`config.mk`:
```
export PLATFORM = sky130hd
export DESIGN_NAME = rr_arbiter_flat
export DESIGN_NICKNAME = d
export VERILOG_FILES = /design/src/rtl/rr_arbiter_pkg.sv /design/src/rtl/rr_arbiter_if.sv /design/src/rtl/rr_arbiter_prio_arb.sv /design/src/rtl/rr_arbiter.sv /design/src/flat_wrapper.sv
export SDC_FILE = /design/constraint.sdc
export NUM_CORES = 1
export LEC_CHECK = 0
export ABC_AREA = 0
export BUFFER_PORTS_ARGS = -buffer_cell sky130_fd_sc_hd__buf_2
export CAP_MARGIN = 20
export CORE_MARGIN = 2
export CORE_UTILIZATION = 38
export CTS_BUF_LIST = sky130_fd_sc_hd__clkbuf_2 sky130_fd_sc_hd__clkbuf_4 sky130_fd_sc_hd__clkbuf_8
export DETAILED_ROUTE_END_ITERATION = 8
export GPL_TIMING_DRIVEN = 0
export REMOVE_ABC_BUFFERS = 1
export SLEW_MARGIN = 20
export SYNTH_ARGS = -nofsm -noshare
export SYNTH_HDL_FRONTEND = slang
export SYNTH_SLANG_ARGS = --single-unit
```
`constraint.sdc`:
```
create_clock -name clk -period 2.46 [get_ports clk]
set_input_delay 0.246 -clock clk [delete_from_list [all_inputs] [get_ports clk]]
set_output_delay 0.246 -clock clk [all_outputs]
set_load 0.02 [all_outputs]
```
`src/rtl/rr_arbiter_pkg.sv`:
```
// Shared definitions for the round-robin arbiter: state encoding and default size.
package arb_pkg;
  localparam logic ARB_IDLE  = 1'b0;
  localparam logic ARB_GRANT = 1'b1;
  localparam int   ARB_N_DEFAULT = 8;

  typedef enum logic {
    ST_IDLE  = ARB_IDLE,
    ST_GRANT = ARB_GRANT
  } arb_state_t;
endpackage

```
`src/rtl/rr_arbiter_if.sv`:
```
// Request/grant bundle between N requesters plus consumer (master) and the arbiter (slave).
// The lock signal exists only when RR_ARB_LOCK_EN is defined.
interface rr_arbiter_if import arb_pkg::*; #(
  parameter int N = ARB_N_DEFAULT,
  parameter int W = $clog2(N)
);
  logic [N-1:0] req;
  logic         ack;
`ifdef RR_ARB_LOCK_EN
  logic         lock;
`endif
  logic [N-1:0] grant;
  logic [W-1:0] grant_idx;
  logic         valid;

  modport master (
    output req, ack,
`ifdef RR_ARB_LOCK_EN
    output lock,
`endif
    input  grant, grant_idx, valid
  );

  modport slave (
    input  req, ack,
`ifdef RR_ARB_LOCK_EN
    input  lock,
`endif
    output grant, grant_idx, valid
  );
endinterface

```
`src/rtl/rr_arbiter_prio_arb.sv`:
```
// Combinational fixed-priority arbiter, bit 0 highest, built as a ripple carry chain.
module prio_arb #(
  parameter int N = 8
) (
  input  logic [N-1:0] req,
  output logic [N-1:0] grant
);
  // carry[i] is high while no lower-indexed request has been seen
  logic [N-1:0] carry;

  assign carry[0] = 1'b1;

  generate
    for (genvar gi = 1; gi < N; gi++) begin : g_chain
      assign carry[gi] = ~req[gi-1] & carry[gi-1];
    end
    for (genvar gi = 0; gi < N; gi++) begin : g_grant
      assign grant[gi] = req[gi] & carry[gi];
    end
  endgenerate
endmodule

```
`src/rtl/rr_arbiter.sv`:
```
// Round-robin arbiter with registered one-hot grant, binary index and accept handshake.
// Define RR_ARB_LOCK_EN to add the lock input that holds a grant across accepts.
module rr_arbiter import arb_pkg::*; #(
  parameter int N = ARB_N_DEFAULT,
  parameter int W = $clog2(N)
) (
  input logic         clk,
  input logic         reset,
  rr_arbiter_if.slave bus
);
  function automatic logic [W-1:0] onehot_to_idx(input logic [N-1:0] oh);
    logic [W-1:0] idx;
    idx = '0;
    for (int i = 0; i < N; i++) begin
      if (oh[i]) idx = idx | W'(i);
    end
    return idx;
  endfunction

  arb_state_t   state_reg;
  logic [W-1:0] ptr_reg;
  logic [N-1:0] grant_reg;
  logic [W-1:0] idx_reg;

  logic [W-1:0] next_ptr;
  logic [W-1:0] arb_ptr;
  logic [N-1:0] mask;
  logic [N-1:0] masked_req;
  logic [N-1:0] win_masked;
  logic [N-1:0] win_plain;
  logic [N-1:0] winner;
  logic [W-1:0] winner_idx;
  logic         do_release;

  assign next_ptr = (idx_reg == W'(N - 1)) ? '0 : idx_reg + W'(1);
  // On a release the new pointer must already steer this cycle's arbitration
  assign arb_ptr  = (state_reg == ST_GRANT) ? next_ptr : ptr_reg;

  generate
    for (genvar gi = 0; gi < N; gi++) begin : g_mask
      assign mask[gi] = (arb_ptr <= W'(gi));
    end
  endgenerate

  assign masked_req = bus.req & mask;

  prio_arb #(.N(N)) u_prio_masked (.req(masked_req), .grant(win_masked));
  prio_arb #(.N(N)) u_prio_plain  (.req(bus.req),    .grant(win_plain));

  assign winner     = (|masked_req) ? win_masked : win_plain;
  assign winner_idx = onehot_to_idx(winner);

`ifdef RR_ARB_LOCK_EN
  assign do_release = bus.ack & ~bus.lock;
`else
  assign do_release = bus.ack;
`endif

  always_ff @(posedge clk) begin
    if (reset) begin
      state_reg <= ST_IDLE;
      ptr_reg   <= '0;
      grant_reg <= '0;
      idx_reg   <= '0;
    end else begin
      case (state_reg)
        ST_IDLE: begin
          if (|bus.req) begin
            state_reg <= ST_GRANT;
            grant_reg <= winner;
            idx_reg   <= winner_idx;
          end
        end
        ST_GRANT: begin
          if (do_release) begin
            ptr_reg <= next_ptr;
            if (|bus.req) begin
              grant_reg <= winner;
              idx_reg   <= winner_idx;
            end else begin
              state_reg <= ST_IDLE;
              grant_reg <= '0;
              idx_reg   <= '0;
            end
          end
        end
        default: state_reg <= ST_IDLE;
      endcase
    end
  end

  assign bus.grant     = grant_reg;
  assign bus.grant_idx = idx_reg;
  assign bus.valid     = (state_reg == ST_GRANT);
endmodule

```
`src/flat_wrapper.sv`:
```
// flat-port wrapper written by rule: the top's interface ports become plain ports
module rr_arbiter_flat import arb_pkg::*;
#(
  parameter int N = ARB_N_DEFAULT,
  parameter int W = $clog2(N)
)
  (clk, reset, bus_req, bus_ack, bus_grant, bus_grant_idx, bus_valid);
  rr_arbiter_if #(.N(N), .W(W)) bus_i ();
  input logic clk;
  input logic reset;
  input wire logic [$bits(bus_i.req)-1:0] bus_req;
  input wire logic [$bits(bus_i.ack)-1:0] bus_ack;
  output wire logic [$bits(bus_i.grant)-1:0] bus_grant;
  output wire logic [$bits(bus_i.grant_idx)-1:0] bus_grant_idx;
  output wire logic [$bits(bus_i.valid)-1:0] bus_valid;
  assign bus_i.req = bus_req;
  assign bus_i.ack = bus_ack;
  assign bus_grant = bus_i.grant;
  assign bus_grant_idx = bus_i.grant_idx;
  assign bus_valid = bus_i.valid;
  rr_arbiter #(.N(N), .W(W)) u_core (.clk(clk), .reset(reset), .bus(bus_i));
endmodule
```
# Yosys cells after proc, flatten, opt, wreduce, memory -nomap -nowiden
# Cells that the tools add are included.
# Widths: inputs -> output; s select.
[totals]
ff_bits = 15
out_inout_bits = 12
wordCells = 83
[op_classes]
addsub = 1
order_cmp = 8
n_eq_ne = 3
muxes = 21
n_bitwise = 42
reduce_logical = 4
[op_table]
columns = ["operator", "count"]
rows = [
  ["$mux 8", 4],
  ["$mux 3", 9],
  ["$and 1x1->1", 26],
  ["$pmux 8 s2", 1],
  ["$reduce_or 8->1", 2],
  ["$not 1->1", 15],
  ["$le 3x3->1 const B", 4],
  ["$and 8x8->8", 1],
  ["$le 3x1->1 const B", 2],
  ["$le 3x2->1 const B", 2],
  ["$pmux 3 s2", 1],
  ["$mux 2", 2],
  ["$reduce_and 2->1", 2],
  ["$add 3x1->3 const B", 1],
  ["$eq 3x3->1 const B", 1],
  ["$mux 1", 3],
  ["$ne 2x1->1 const B", 1],
  ["$ne 2x2->1 const B", 1],
  ["$pmux 1 s2", 1],
]

# Logic depth before layout (Yosys ltp)
[logic_depth]
depth_word = 24
ltp_mapped = 8

# Modules after synthesis
# Synthesis repeated with hierarchy kept, for this count alone.
[unflattened]
cells_unflattened = 134
hier_area_um2 = 1104.8
[modules_own_cells]
columns = ["mod", "instances", "cells_per_inst", "area_each_um2", "seq_area_each_um2"]
rows = [
  ["rr_arbiter", 1, 114, 944.7, 300.3],
  ["prio_arb", 2, 10, 80.1, 0.0],
]

# Worst setup path after synthesis
# OpenSTA, ideal clock, no wires.
[synth_path]
path_kind = "register to register"
startpoint = "register u_core.idx_reg[0] (netlist: u_core.bus.grant_idx[0])"
endpoint = "register u_core.idx_reg[0] (netlist: u_core.bus.grant_idx[0])"
setup_time_ns = 0.088
arrival_ns = 2.261
required_ns = 2.372
slack_ns = 0.111
path_stages_with_launch = 9
path_buffers = 0
cell_sequence = "dfxtp_1 ha_1 ha_1 or3b_1 a31oi_2 o22ai_2 or3_1 a21o_1 a311oi_2"
[synth_between]
elab_chain_len = 18
elab_cells_between_ends = 43
cone_classes = "add/sub: 1; order compare: 8; eq/ne: 1; mux: 14; bitwise: 18; reduce/logical: 1"
[synth_rtl]
columns = ["element", "line_no", "rtl"]
rows = [
  ["from (decl)", "rr_arbiter.sv:23", "logic [W-1:0] idx_reg;"],
  ["from (signal assigned)", "rr_arbiter.sv:71", "idx_reg <= winner_idx;"],
  ["from (signal assigned)", "rr_arbiter.sv:79", "idx_reg <= winner_idx;"],
  ["$add 3x1->3 or $eq 3x3->1 (tied branches)", "rr_arbiter.sv:35", "assign next_ptr = (idx_reg == W'(N - 1)) ? '0 : idx_reg + W'(1);"],
  ["$mux 3 *", "rr_arbiter.sv:35", ""],
  ["$mux 3 *", "rr_arbiter.sv:37", "assign arb_ptr = (state_reg == ST_GRANT) ? next_ptr : ptr_reg;"],
  ["$le 3x1->1", "rr_arbiter.sv:41", "assign mask[gi] = (arb_ptr <= W'(gi));"],
  ["$and 8x8->8 *", "rr_arbiter.sv:45", "assign masked_req = bus.req & mask;"],
  ["parallel branches: the longest is 2 deep, another holds $reduce_or 8->1", "n/a", ""],
  ["$mux 8 *", "rr_arbiter.sv:50", "assign winner = (|masked_req) ? win_masked : win_plain;"],
  ["$mux 1 (tied with other cells)", "rr_arbiter.sv:15", "if (oh[i]) idx = idx | W'(i);"],
  ["$mux 2 (tied with other cells) (2 in a row)", "rr_arbiter.sv:15", ""],
  ["$mux 3 (tied with other cells)", "rr_arbiter.sv:15", ""],
  ["$mux 3 or $and 1x1->1 (tied branches)", "rr_arbiter.sv:15, rr_arbiter_prio_arb.sv:18", ""],
  ["$mux 3 or $mux 8 (tied branches)", "rr_arbiter.sv:15, rr_arbiter.sv:50", ""],
  ["$mux 3 *", "rr_arbiter.sv:15", ""],
  ["$mux 3", "rr_arbiter.sv:77", "if (|bus.req) begin"],
  ["$mux 3", "rr_arbiter.sv:75", "if (do_release) begin"],
  ["$pmux 3 s2 *", "rr_arbiter.sv:66", "case (state_reg)"],
]
# Mark *: on every way between the ends. The select of a mux whose other input is x is not followed.
# A chain may end at the register's enable or synchronous reset.

# Worst setup path after layout
# Same ends and word-level chain as after synthesis.

==> reports/metrics.cfg <==
[cells_and_area]
mostFrequentLayoutCells=buf_2 (22), nand2_1 (15), nor2_1 (14), dfxtp_1 (14), a21oi_1 (11)
final_common_cell=buf_2
largest_register_ffs=8
drive_gt1_frac=0.293
fin_area_um2=1210
syn2layout_area_growth_pct=25.5
final_core_util=0.498
num_antenna_cells=0
fillCellCount=250
nets=161

[timing]
fin_skew_ns=0.00464
fmax_ghz=0.418
fin_crit_ns=2.39
finalSetupTns_ns=0
worst_pin_slew_ns=0.584
whs_ns=0.248
final_max_slew_viol_count=0
relSlewSlack=0.608
finalSetupViolCount=0
hold_violations=0
fin_crit_sh=0.973

[yosys]
synth-main-ff-cell=dfxtp_1
synth_edf_count=0
synth.distinct_cells=44
async_reset_ff_frac=0
ys_warn_count=0
synthCells=121
synth_seq_cells=15
yosysSeqAreaShare=0.311
syn_avg_cell_area_um2=7.98
syn_area_um2=966

[drt]
vias_per_cell=5.82
vias=1030
drt_iter0_drc=35
wl_per_cell_um=14.7
detail_route.first_pass.iterations=4
postRouteAntennaNets=0
drc=0
routed_wl_um=2600

[global_route]
grt_pass1_vias=862
grt_max_degree=19
gr-total-overflow=0
grt.total_usage=0.187
antenna_found_initial=0
grt_pass1_wl_um=4050

[clock_network]
clockBufferDepth=2
clock-root-buffer=clkbuf_4
cts_made_buffers=3
cts_sinks=15
clkTransAtPathRegs_ns=0.09
cts_hold_buf=0
cts_tree=yes
clkLatencyLatePin_ns=0.28
cts_max_level=1

[die]
coreArea_um2=2430
start_util=0.397
ioPinCount=23
design.die.area_um2=2960
chipHeight_um=54.4
num_rows=18
die_w_um=54.4

[worst_setup_path]
worstPathRequired_ns=2.65
start_kind=flop
critPathCaptureType=flop
crit_fanout=5
path_class=reg2reg
arrival_ns=2.59

[placed_design]
hpwl_um=1910
gp_congestion=0.864
numPortBuffers=22
dpl_cell_area_um2=1100

[pwr]
ir_drop_v=0.000344
power_density_nw_per_um2=511
p_leak_uw=0.000491

[worst_hold_path]
min-delay-path-class=in2reg

[run_status]
status=complete, no violations

[job]
maxCapViolCount=0

==> synthesized netlist by cell type, types with 2 or more instances <==
cell,count,area share
dfxtp_1,15,0.31
nand2_1,15,0.058
nor2_1,14,0.054
a21oi_1,12,0.062
nor3_1,5,0.026
inv_1,4,0.016
nand2b_1,4,0.026
nor2b_1,4,0.026
and2_1,3,0.019
nand3b_1,3,0.023
o211ai_1,3,0.023
a22oi_1,2,0.016
and4b_1,2,0.021
ha_1,2,0.026
nand3_1,2,0.010
o21ai_0,2,0.010
o21ba_2,2,0.021
==> cell type report <==
| cell class | instances | area (µm²) | share of cell area |
|---|---|---|---|
| Clock buffer | 3 | 22.5 | 0.0186 |
| Inverter | 4 | 15.0 | 0.0124 |
| Sequential cell | 15 | 304 | 0.251 |
| Timing Repair Buffer | 24 | 125 | 0.103 |
| Multi-Input combinational cell | 100 | 703 | 0.580 |
| Tap cell | 30 | 37.5 | 0.0310 |
| Clock inverter | 1 | 5.00 | 0.00413 |
==> worst max-delay path, cell delays in order (launching register included) <==
cell      delay [ns]
dfxtp_4         0.36
ha_1            0.20
ha_2            0.19
or3b_4          0.40
a31oi_4         0.22
o22ai_4         0.14
or3_4           0.41
a21o_1          0.20
a311oi_2        0.19
==> repair_timing <==
action | CTS | global route
setup endpoints to repair | 2 | 8
setup buffers | 0 | 2
resized for setup | 4 | 8
pin swaps | 1 | 2
==> stage by stage <==
step                      setup WS, ns  instances  total power (µW)
after global placement          0.0431        171               450
after global routing          -0.00762        177               658
final                           0.0665        177               620
after detailed placement      -0.00359        171               452
after floorplan                  0.111        119               396
after CTS                       0.0150        175               610
==> where the power goes <==
| part | internal (µW) | switching [µW] |
|---|---|---|
| Combinational | 82.8 | 119 |
| Clock | 60.3 | 82.7 |
| Sequential | 259 | 15.9 |
==> logic make-up (layout without fill, tap and decap cells) <==
| logic type | count (synthesis) | in the layout | share of synthesized area |
|---|---|---|---|
| flops | 15 | 15 | 0.311 |
| fa+ha+maj | 2 | 2 | 0.0259 |
| compound gates | 38 | 38 | 0.301 |
| simple gates | 60 | 60 | 0.338 |
| buf+inv | 6 | 32 | 0.0246 |
==> final timing paths <==
| check | from | endpoint | slack (ns) | depth (start not counted) |
|---|---|---|---|---|
| min | bus_ack | u_core.ptr_reg[2] | 0.25 | 3 |
| max reg2reg | u_core.bus.grant_idx[0] | u_core.bus.grant_idx[0] | 0.07 | 8 |
| max | u_core.bus.grant_idx[0] | u_core.bus.grant_idx[0] | 0.07 | 8 |
| min reg2reg | u_core.bus.grant[3] | u_core.bus.grant[3] | 0.46 | 2 |
==> routing by layer <==
metal	wire length, µm	vias to the layer above	share of wire	global-route usage
li1	-	510	-	-
met1	1260	493	0.48	0.265
met2	1210	25	0.46	0.291
met3	116	2	0.045	0.0219
met4	14	0	0.0054	0.0625
met5	0	-	0	0
Power figures use the tool's default switching activity.
